<file path="config.mk">
export PLATFORM = sky130hd
export DESIGN_NAME = wrf_pkt_gen
export DESIGN_NICKNAME = d
export VERILOG_FILES = /design/src/rtl/wrf_pkt_gen.sv
export SDC_FILE = /design/constraint.sdc
export NUM_CORES = 1
export LEC_CHECK = 0
export CORE_ASPECT_RATIO = 1.1
export CORE_MARGIN = 5
export CORE_UTILIZATION = 35
export CTS_CLUSTER_SIZE = 24
export DETAILED_ROUTE_END_ITERATION = 12
export HOLD_SLACK_MARGIN = 0.06
export SLEW_MARGIN = 10
export SYNTH_ARGS = -nofsm -noshare
export SYNTH_HDL_FRONTEND = slang
export SYNTH_SLANG_ARGS = --single-unit
</file>
<file path="constraint.sdc">
create_clock -name clk_i -period 4 [get_ports clk_i]
set_input_delay 0.8 -clock clk_i [delete_from_list [all_inputs] [get_ports clk_i]]
set_output_delay 0.8 -clock clk_i [all_outputs]
set_load 0.005 [all_outputs]
</file>
<file path="src/rtl/wrf_pkt_gen.sv">
// WR fabric frame transmitter: dst/src MAC, ethertype, then a PRBS payload,
// sent over a pipelined WB fabric source with frame and abort counters.
module wrf_pkt_gen #(
  parameter int g_max_len     = 1500,
  parameter int g_min_len     = 46,
  parameter int g_ack_timeout = 1023
) (
  input  logic        clk_i,
  input  logic        rst_n_i,
  input  logic        start_i,
  input  logic [15:0] len_i,
  input  logic [47:0] dst_mac_i,
  input  logic [47:0] src_mac_i,
  input  logic [15:0] ethertype_i,
  input  logic [15:0] seed_i,
  output logic        src_cyc,
  output logic        src_stb,
  output logic        src_we,
  output logic [1:0]  src_sel,
  output logic [1:0]  src_adr,
  output logic [15:0] src_dat,
  input  logic        src_stall,
  input  logic        src_ack,
  input  logic        src_err,
  output logic        busy_o,
  output logic        done_o,
  output logic [31:0] frame_cnt_o,
  output logic [31:0] err_cnt_o
);

  // state    | meaning
  // IDLE     | waiting for start_i, fabric released
  // HDR      | sending the 7 header words
  // PAY      | sending PRBS payload words
  // WAIT_ACK | all words strobed, collecting outstanding acks
  localparam logic [1:0] ST_IDLE     = 2'd0;
  localparam logic [1:0] ST_HDR      = 2'd1;
  localparam logic [1:0] ST_PAY      = 2'd2;
  localparam logic [1:0] ST_WAIT_ACK = 2'd3;

  localparam int TW = (g_ack_timeout > 1) ? $clog2(g_ack_timeout + 1) : 1;
  localparam logic [TW-1:0] TMO_LOAD = TW'(g_ack_timeout - 1);

  logic [1:0]    r_state;
  logic          r_cyc;
  logic          r_stb;
  logic          r_done;
  logic [47:0]   r_dst;
  logic [47:0]   r_src;
  logic [15:0]   r_etype;
  logic [15:0]   r_lfsr;
  logic          r_odd;
  logic [2:0]    r_hidx;
  logic [10:0]   r_prem;
  logic [10:0]   r_out;
  logic [TW-1:0] r_tmo;
  logic [31:0]   r_frame_cnt;
  logic [31:0]   r_err_cnt;

  logic [15:0]   w_len;
  logic [10:0]   w_pwords;
  logic          w_acc;
  logic          w_ack;
  logic [10:0]   w_out_nxt;
  logic          w_fb;
  logic          w_last_pay;
  logic [15:0]   w_dat;
  logic [1:0]    w_sel;

  always_comb begin
    w_len = len_i;
    if (len_i < 16'(g_min_len))
      w_len = 16'(g_min_len);
    else if (len_i > 16'(g_max_len))
      w_len = 16'(g_max_len);
  end

  assign w_pwords   = 11'((w_len + 16'd1) >> 1);
  assign w_acc      = r_stb & ~src_stall;
  // acks with nothing outstanding are stray and must not underflow the count
  assign w_ack      = src_ack & (r_out != 11'd0);
  assign w_out_nxt  = r_out + {10'd0, w_acc} - {10'd0, w_ack};
  assign w_fb       = r_lfsr[15] ^ r_lfsr[13] ^ r_lfsr[12] ^ r_lfsr[10];
  assign w_last_pay = (r_state == ST_PAY) && (r_prem == 11'd1);

  // data/sel are decoded from registers that only move on accept, so they
  // stay stable across stalls
  always_comb begin
    w_dat = 16'h0000;
    w_sel = 2'b11;
    case (r_state)
      ST_HDR: begin
        case (r_hidx)
          3'd0:    w_dat = r_dst[47:32];
          3'd1:    w_dat = r_dst[31:16];
          3'd2:    w_dat = r_dst[15:0];
          3'd3:    w_dat = r_src[47:32];
          3'd4:    w_dat = r_src[31:16];
          3'd5:    w_dat = r_src[15:0];
          3'd6:    w_dat = r_etype;
          default: w_dat = 16'h0000;
        endcase
      end
      ST_PAY: begin
        w_dat = r_lfsr;
        if (w_last_pay && r_odd) begin
          w_dat = {r_lfsr[15:8], 8'h00};
          w_sel = 2'b10;
        end
      end
      default: begin
        w_dat = 16'h0000;
        w_sel = 2'b11;
      end
    endcase
  end

  always_ff @(posedge clk_i or negedge rst_n_i) begin
    if (!rst_n_i) begin
      r_state     <= ST_IDLE;
      r_cyc       <= 1'b0;
      r_stb       <= 1'b0;
      r_done      <= 1'b0;
      r_dst       <= 48'd0;
      r_src       <= 48'd0;
      r_etype     <= 16'd0;
      r_lfsr      <= 16'd0;
      r_odd       <= 1'b0;
      r_hidx      <= 3'd0;
      r_prem      <= 11'd0;
      r_out       <= 11'd0;
      r_tmo       <= '0;
      r_frame_cnt <= 32'd0;
      r_err_cnt   <= 32'd0;
    end else begin
      r_done <= 1'b0;
      if ((r_state != ST_IDLE) && src_err) begin
        // a bus error wins even over a simultaneous final ack
        r_cyc     <= 1'b0;
        r_stb     <= 1'b0;
        r_done    <= 1'b1;
        r_out     <= 11'd0;
        r_err_cnt <= r_err_cnt + 32'd1;
        r_state   <= ST_IDLE;
      end else begin
        case (r_state)
          ST_IDLE: begin
            if (start_i) begin
              r_dst   <= dst_mac_i;
              r_src   <= src_mac_i;
              r_etype <= ethertype_i;
              r_lfsr  <= (seed_i == 16'd0) ? 16'hACE1 : seed_i;
              r_odd   <= w_len[0];
              r_prem  <= w_pwords;
              r_hidx  <= 3'd0;
              r_out   <= 11'd0;
              r_cyc   <= 1'b1;
              r_stb   <= 1'b1;
              r_state <= ST_HDR;
            end
          end
          ST_HDR: begin
            r_out <= w_out_nxt;
            if (w_acc) begin
              if (r_hidx == 3'd6)
                r_state <= ST_PAY;
              else
                r_hidx <= r_hidx + 3'd1;
            end
          end
          ST_PAY: begin
            r_out <= w_out_nxt;
            if (w_acc) begin
              r_lfsr <= {r_lfsr[14:0], w_fb};
              r_prem <= r_prem - 11'd1;
              if (r_prem == 11'd1) begin
                r_stb   <= 1'b0;
                r_tmo   <= TMO_LOAD;
                r_state <= ST_WAIT_ACK;
              end
            end
          end
          ST_WAIT_ACK: begin
            r_out <= w_out_nxt;
            if (w_out_nxt == 11'd0) begin
              r_cyc       <= 1'b0;
              r_done      <= 1'b1;
              r_frame_cnt <= r_frame_cnt + 32'd1;
              r_state     <= ST_IDLE;
            end else if (w_ack) begin
              r_tmo <= TMO_LOAD;
            end else if (r_tmo == '0) begin
              r_cyc     <= 1'b0;
              r_done    <= 1'b1;
              r_out     <= 11'd0;
              r_err_cnt <= r_err_cnt + 32'd1;
              r_state   <= ST_IDLE;
            end else begin
              r_tmo <= r_tmo - 1'b1;
            end
          end
          default: r_state <= ST_IDLE;
        endcase
      end
    end
  end

  assign src_cyc     = r_cyc;
  assign src_stb     = r_stb;
  assign src_we      = 1'b1;
  assign src_adr     = 2'b00;
  assign src_sel     = w_sel;
  assign src_dat     = w_dat;
  assign busy_o      = r_cyc;
  assign done_o      = r_done;
  assign frame_cnt_o = r_frame_cnt;
  assign err_cnt_o   = r_err_cnt;

endmodule
</file>
==> reports/results.ini, run 1 <==
[outcome]
status = finished, violations left
failed_checks = negative setup slack

[floorplan]
coreArea_um2 = 34200
floorplan.initialDensity_pct = 35.4
die_height_um = 205
number_of_i_o_pins = 239
die_x_um = 187
core.rowCount = 71
floorplan.die_area_um2 = 38500

[synth]
post_synth_instance_area_um2 = 12100
synthDistinctLibCells = 77
synth-seq-cells = 233
synth_edf_count = 0
synth_warnings = 0
fraction_of_synthesis_flops_using_an_asynchronous_set_or_reset_pin_pct = 100
synth_flop_cell = sky130_fd_sc_hd__dfrtp_1
per_instance_average_area_after_synthesis_um2 = 10.7
yosysSeqAreaShare_pct = 48.1
synthCells = 1133

[placed_design]
detailedPlacementHpwl_mm = 24.1
io_buffers = 234
placed_cell_area_um2 = 15500
routabilityCongestion = 0.784

[route]
wire_length_per_cell_after_detailed_routing_um = 18.2
drt_drc_violations_left = 0
detail_route.first_pass.iterations = 6
vias = 9824
viasPerCell = 5.23
first_iter_violations = 610
final_antenna_net_count = 0
wl_mm = 34.2

[timing]
fin_worst_skew_ns = 0.00565
rsz0062_at_grt = true
final_report_max_slew_violation_count = 0
hold_viol_final = 0
worst_slew_margin_rel_pct = 35.0
achievable-frequency_ghz = 0.241
finalWorstSetupSlack_ns = -0.144
max_slew.worst_pin.slew_ns = 0.975
fin_crit_sh_pct = 104
period_minus_slack_ns = 4.14
setup_viol_count_final = 65
setup_tns_ns = -3.26

[critical_path]
startpoint_type = flop
worst_ep_arrival_time_ns = 4.56
required_ns = 4.42
timing.critical_path.fanout_max = 5
cp-end-kind = flop
criticalPathCategory = reg -> reg

[clocking]
clock_insertion_delay_at_the_later_pin_of_the_skew_report_ns = 0.53
ctsHtreeMaxLevel = 1
clk_root_buffer_cell = sky130_fd_sc_hd__clkbuf_16
tritoncts = yes
cts_inserted_buffers = 27
hold_bufs_at_cts = 0
cts_buffer_depth = 3
clk_pin_slew_ns = 0.06
clock_sinks = 233

[finish]
end_of_flow_core_utilization_pct = 49.4
layout.cells.most_common = sky130_fd_sc_hd__dfrtp_1
final_cell_area_um2 = 16900
layout-area-overhead-vs-synth_pct = 39.4
finish.net_count = 1599
layout.cells.most_common_list = sky130_fd_sc_hd__dfrtp_1 (233), sky130_fd_sc_hd__clkdlybuf4s50_1 (230), sky130_fd_sc_hd__mux2_2 (121)
layout-drive-gt1-share_pct = 23.6

[global_routing]
grt_remaining_overflow = 0
antenna_violations_before_repair = 2
grt_pass1_wl_mm = 54.9
groute.usage.overall_pct = 17.3
grt_start_max_net_pins = 118
number_of_global_route_vias_before_repair = 10096

[power]
ir_worst_vdd_uv = 489
total_power_mw = 12.2
leakage_nw = 7.14
power.density_nw_per_um2 = 723

[flow_run]
cap_violations = 0

[min_path]
worstHoldPathType = in -> async

==> timing repair <==
item | CTS | global route
pin swaps | 7 | 24
buffers inserted | 3 | 8
cloned | 0 | 1
resized for setup | 34 | 43
endpoints found under the setup margin | 85 | 92
==> flip-flops by register name, indices dropped and copies added, names as in the netlist, 2 cells and up <==
register,flops
r_src,48
r_tmo,10
r_hidx,3
r_out,11
err_cnt_o,32
r_etype,16
r_state,2
r_prem,11
r_dst,48
r_lfsr,16
frame_cnt_o,32
==> area by class of cell <==
class,instances,area [um2]
repair buffers,317,3140
well taps,438,548
flip-flops and latches,233,5830
inverters,55,206
clock inverters,15,188
diodes,1,2.50
fillers,3069,17300
clock buffers,35,746
multi-input cells,784,6230
==> worst max-delay path, stage by stage (launching register included) <==
cell and delay (ns):
sky130_fd_sc_hd__dfrtp_1 0.39, sky130_fd_sc_hd__inv_1 0.08, sky130_fd_sc_hd__ha_1 0.14, sky130_fd_sc_hd__and4b_2 0.27
sky130_fd_sc_hd__a31oi_4 0.11, sky130_fd_sc_hd__ha_4 0.28, sky130_fd_sc_hd__inv_2 0.04, sky130_fd_sc_hd__ha_4 0.15
sky130_fd_sc_hd__fa_2 0.36, sky130_fd_sc_hd__a211o_1 0.28, sky130_fd_sc_hd__a31o_1 0.22, sky130_fd_sc_hd__and3b_1 0.18
sky130_fd_sc_hd__or4_4 0.44, sky130_fd_sc_hd__a211oi_4 0.22, sky130_fd_sc_hd__buf_6 0.16, sky130_fd_sc_hd__buf_4 0.12
sky130_fd_sc_hd__nand3_4 0.12, sky130_fd_sc_hd__buf_6 0.17, sky130_fd_sc_hd__and3b_1 0.16, sky130_fd_sc_hd__xnor2_1 0.12
==> power breakdown <==
group          switching [mW]  internal, mW
Clock                    1.02          1.57
Combinational            2.83          3.07
Sequential              0.545          3.18
Total                    4.39          7.82
==> routing by layer <==
layer  up-vias  routed length (um)  global-route usage, %
met2       256               16600                   29.5
met1      4827               14200                   21.8
met3        54                2680                   5.48
met4         4                 753                   3.99
met5         -                  21                      0
li1       4683                   -                      -
==> through the flow <==
step	cells	hold WS [ns]	setup WS, ns
floorplan	1135	0.450	-0.140
global placement	1815	0.459	-0.566
detailed placement	1815	0.471	-0.627
CTS	1868	0.237	-0.149
global route	1877	0.269	-0.289
finish	1878	0.245	-0.144
==> worst paths after layout <==
path	start	end	slack (ns)	depth (start not counted)
setup reg to reg	r_out[6]$_DFFE_PN0N_	err_cnt_o[18]$_DFFE_PN0P_	-0.14	19
hold / removal	rst_n_i	r_out[0]$_DFFE_PN0N_	0.25	1
max in group asynchronous	rst_n_i	r_tmo[1]$_DFFE_PN0P_	2.96	2
setup / recovery	r_out[6]$_DFFE_PN0N_	err_cnt_o[18]$_DFFE_PN0P_	-0.14	19
min in group clk_i	frame_cnt_o[31]$_DFFE_PN0P_	frame_cnt_o[31]$_DFFE_PN0P_	0.47	1
hold reg to reg	frame_cnt_o[31]$_DFFE_PN0P_	frame_cnt_o[31]$_DFFE_PN0P_	0.47	1
==> cells in the mapped netlist, types with 4 or more instances <==
cell / instances / area share (%)
sky130_fd_sc_hd__a21oi_1: 51 / 2.1
sky130_fd_sc_hd__a221oi_1: 9 / 0.65
sky130_fd_sc_hd__a222oi_1: 16 / 1.3
sky130_fd_sc_hd__a22o_1: 11 / 0.79
sky130_fd_sc_hd__a22oi_1: 9 / 0.56
sky130_fd_sc_hd__a31oi_1: 23 / 1.2
sky130_fd_sc_hd__a32oi_1: 5 / 0.36
sky130_fd_sc_hd__and2_1: 8 / 0.41
sky130_fd_sc_hd__and3_1: 7 / 0.36
sky130_fd_sc_hd__and3b_1: 4 / 0.29
sky130_fd_sc_hd__buf_1: 7 / 0.22
sky130_fd_sc_hd__buf_2: 4 / 0.17
sky130_fd_sc_hd__buf_4: 6 / 0.37
sky130_fd_sc_hd__clkbuf_1: 46 / 1.4
sky130_fd_sc_hd__dfrtp_1: 233 / 48
sky130_fd_sc_hd__ha_1: 30 / 3.1
sky130_fd_sc_hd__inv_1: 52 / 1.6
sky130_fd_sc_hd__mux2_2: 123 / 11
sky130_fd_sc_hd__mux2i_1: 15 / 1.2
sky130_fd_sc_hd__nand2_1: 80 / 2.5
sky130_fd_sc_hd__nand2b_1: 8 / 0.41
sky130_fd_sc_hd__nand3_1: 35 / 1.4
sky130_fd_sc_hd__nand4_1: 14 / 0.72
sky130_fd_sc_hd__nor2_1: 64 / 2.0
sky130_fd_sc_hd__nor2b_1: 4 / 0.21
sky130_fd_sc_hd__nor3_1: 28 / 1.2
sky130_fd_sc_hd__nor4_1: 13 / 0.67
sky130_fd_sc_hd__nor4_2: 6 / 0.62
sky130_fd_sc_hd__o21ai_0: 38 / 1.6
sky130_fd_sc_hd__o22ai_1: 13 / 0.67
sky130_fd_sc_hd__o31ai_1: 4 / 0.25
sky130_fd_sc_hd__or2_2: 4 / 0.21
sky130_fd_sc_hd__or3_1: 13 / 0.67
sky130_fd_sc_hd__or4_1: 5 / 0.31
sky130_fd_sc_hd__xnor2_1: 57 / 4.1
sky130_fd_sc_hd__xor2_1: 23 / 1.7
==> logic make-up after synthesis <==
group	share of synthesized area, %
buffers and inverters	3.88
xor gates and xnor gates	5.78
muxes	12.7
and+or+nand+nor	13.9
DFF	48.1
AOI/OAI and AO/OA	12.4
adders and majority gates	3.26
other	0.0620
Power figures use the tool's default switching activity.
==> run 2, diff against run 1 <==
==> constraint.sdc (replaced) <==
create_clock -name clk_i -period 4 [get_ports clk_i]
set_input_delay 0.8 -clock clk_i [delete_from_list [all_inputs] [get_ports clk_i]]
set_output_delay 0.8 -clock clk_i [all_outputs]
set_load 0.1 [all_outputs]
==> run 2 against run 1 <==
  * The run still ends with negative setup slack left
  * Die area stayed put
  * Count of clock-buffer cells in the layout increased by 9
  * Via count down 1.3%
  * Cell count fell by 0.21%
  * Combinational power up 19%
  * Critical path type unchanged
  * Largest cell class unchanged
==> reports/results.ini, run 2 (same netlist as run 1, synthesis figures left out) <==
[outcome]
status = finished, violations left
failed_checks = negative setup slack

[clocking]
clock_sinks = 233  ; unchanged
cts_buffer_depth = 3  ; unchanged
clock_insertion_delay_at_the_later_pin_of_the_skew_report_ns = 0.53  ; about the same
tritoncts = yes
clk_pin_slew_ns = 0.06  ; about the same
cts_inserted_buffers = 26  ; -3.7%
ctsHtreeMaxLevel = 1  ; unchanged
clk_root_buffer_cell = sky130_fd_sc_hd__clkbuf_16

[power]
power.density_nw_per_um2 = 780  ; +8.0%
leakage_nw = 7.09  ; -0.70%
ir_worst_vdd_uv = 514  ; +5.1%

[timing]
finalWorstSetupSlack_ns = -0.115  ; +0.0292 ns
period_minus_slack_ns = 4.12  ; -0.0292 ns
fin_worst_skew_ns = 0.0131  ; +0.00749 ns
rsz0062_at_grt = true
max_slew.worst_pin.slew_ns = 1.03  ; +0.0589 ns
hold_viol_final = 0  ; unchanged
fin_crit_sh_pct = 103  ; -0.73 points
setup_viol_count_final = 57  ; -12%
worst_slew_margin_rel_pct = 30.8  ; -4.1 points
achievable-frequency_ghz = 0.243  ; +0.71%
final_report_max_slew_violation_count = 0  ; unchanged

[global_routing]
grt_pass1_wl_mm = 55.0  ; +0.14%
antenna_violations_before_repair = 3  ; +1
number_of_global_route_vias_before_repair = 10293  ; +2.0%
groute.usage.overall_pct = 17.4  ; +0.065 points
grt_start_max_net_pins = 118  ; unchanged
grt_remaining_overflow = 0  ; unchanged

[route]
first_iter_violations = 456  ; -25%
detail_route.first_pass.iterations = 5  ; -1
wire_length_per_cell_after_detailed_routing_um = 18.4  ; +0.94%
wl_mm = 34.5  ; +0.73%
final_antenna_net_count = 0  ; unchanged
viasPerCell = 5.18  ; -1.1%
vias = 9698  ; -1.3%
drt_drc_violations_left = 0  ; unchanged

[finish]
layout.cells.most_common_list = sky130_fd_sc_hd__dfrtp_1 (232), sky130_fd_sc_hd__clkdlybuf4s50_1 (216), sky130_fd_sc_hd__mux2_2 (121)
layout.cells.most_common = sky130_fd_sc_hd__dfrtp_1
layout-area-overhead-vs-synth_pct = 38.3
layout-drive-gt1-share_pct = 23.3  ; -0.37 points
finish.net_count = 1597  ; -0.13%
largestRegisters = r_dst: 48 flops, r_src: 48 flops
antenna-diode-count = 0  ; -1
final_cell_area_um2 = 16800  ; -0.77%

[floorplan]
number_of_i_o_pins = 239  ; unchanged
coreArea_um2 = 34200  ; unchanged
floorplan.die_area_um2 = 38500  ; unchanged
die_height_um = 205  ; unchanged
core.rowCount = 71  ; unchanged
die_x_um = 187  ; unchanged
floorplan.initialDensity_pct = 35.4  ; unchanged

[critical_path]
worst_ep_arrival_time_ns = 4.56  ; about the same
criticalPathCategory = reg -> reg
r2r_setup_slack_ns = -0.12  ; +0.03 ns
required_ns = 4.44  ; +0.02 ns
startpoint_type = flop
timing.critical_path.fanout_max = 25  ; +20
cp-end-kind = flop

[min_path]
worstHoldPathType = in -> async

[placed_design]
io_buffers = 234  ; unchanged
detailedPlace.worstSlack_ns = -0.670  ; -0.0431 ns
detailedPlacementHpwl_mm = 24.8  ; +2.9%
placed_cell_area_um2 = 15600  ; +0.60%
routabilityCongestion = 0.814  ; +3.9%

[flow_run]
cap_violations = 0  ; unchanged

==> run 2: cell types whose count changed in the layout (fill, tap and decap cells not counted), moves of 4 or more <==
cell,previous run,this run
sky130_fd_sc_hd__nor3_2,13,6
sky130_fd_sc_hd__clkinv_2,7,2
sky130_fd_sc_hd__clkbuf_8,4,10
sky130_fd_sc_hd__buf_4,64,72
sky130_fd_sc_hd__nor3_1,13,19
sky130_fd_sc_hd__bufinv_16,4,0
sky130_fd_sc_hd__clkdlybuf4s50_1,230,216
sky130_fd_sc_hd__buf_12,10,20
==> run 2: critical path, stage by stage, from the launching register on <==
cell,delay (ns)
sky130_fd_sc_hd__dfrtp_1,0.38
sky130_fd_sc_hd__inv_1,0.07
sky130_fd_sc_hd__ha_1,0.13
sky130_fd_sc_hd__and4b_2,0.28
sky130_fd_sc_hd__a31oi_4,0.11
sky130_fd_sc_hd__ha_4,0.28
sky130_fd_sc_hd__inv_2,0.03
sky130_fd_sc_hd__ha_4,0.15
sky130_fd_sc_hd__fa_2,0.36
sky130_fd_sc_hd__a211o_1,0.29
sky130_fd_sc_hd__a31o_1,0.22
sky130_fd_sc_hd__and3b_1,0.19
sky130_fd_sc_hd__or4_4,0.44
sky130_fd_sc_hd__a211oi_4,0.25
sky130_fd_sc_hd__buf_6,0.15
sky130_fd_sc_hd__nand4_2,0.10
sky130_fd_sc_hd__buf_12,0.21
sky130_fd_sc_hd__nor4_2,0.21
sky130_fd_sc_hd__xnor2_1,0.16
==> run 2: repair_timing <==
| action | in CTS | in global routing |
|---|---|---|
| endpoints found under the setup margin | 85 | 86 |
| hold buffers | 0 | 0 |
| setup buffers | 10 | 3 |
| endpoints found under the hold margin | 0 | 0 |
| gates resized for setup | 35 | 13 |
| gates cloned | 1 | 0 |
| pin swaps | 14 | 5 |
==> run 2: final cells by class <==
cell class	count	area [um2]
Timing Repair Buffer	316	3200
Tap cell	438	548
Sequential cell	233	5830
Clock inverter	4	25.0
Clock buffer	44	840
Fill cell	3138	17400
Inverter	55	206
Multi-Input combinational cell	784	6110
==> run 2: worst paths after layout <==
path                       cells past startpoint                   startpoint                           to
min                                            1                      rst_n_i         r_out[2]$_DFFE_PN0N_
max                                           18         r_out[3]$_DFFE_PN0N_  frame_cnt_o[14]$_DFFE_PN0P_
max in group asynchronous                      2                      rst_n_i        r_dst[38]$_DFFE_PN0P_
max reg2reg                                   18         r_out[3]$_DFFE_PN0N_  frame_cnt_o[14]$_DFFE_PN0P_
min reg2reg                                    1  frame_cnt_o[31]$_DFFE_PN0P_  frame_cnt_o[31]$_DFFE_PN0P_
min in group clk_i                             1  frame_cnt_o[31]$_DFFE_PN0P_  frame_cnt_o[31]$_DFFE_PN0P_
==> run 2: routing by layer <==
layer	vias up	track usage [%]	routed length [um]
met5	-	0	45
met4	6	4.40	809
met3	63	5.92	2770
met2	233	30.7	16900
met1	4734	20.5	13900
li1	4662	-	-
==> run 2: through the flow <==
step	utilization, %	instances	TNS [ns]	total power, mW	hold WS, ns
finish	49.0	1874	-3.25	13.1	0.269
global route	49.0	1874	-20.66	14.0	0.310
CTS	48.7	1871	-5.62	13.1	0.291
detailed placement	45.5	1812	-47.76	10.4	0.465
global placement	45.5	1812	-42.77	10.2	0.461
floorplan	-	1135	-4.03	7.91	0.450
==> run 2: power by group <==
| part | switching [mW] | total (mW) | internal, mW | leakage (nW) |
|---|---|---|---|---|
| combinational | 3.74 | 7.00 | 3.25 | 3.87 |
| sequential | 0.533 | 3.71 | 3.18 | 2.80 |
| clock | 0.958 | 2.38 | 1.42 | 0.421 |
| total | 5.24 | 13.1 | 7.85 | 7.09 |
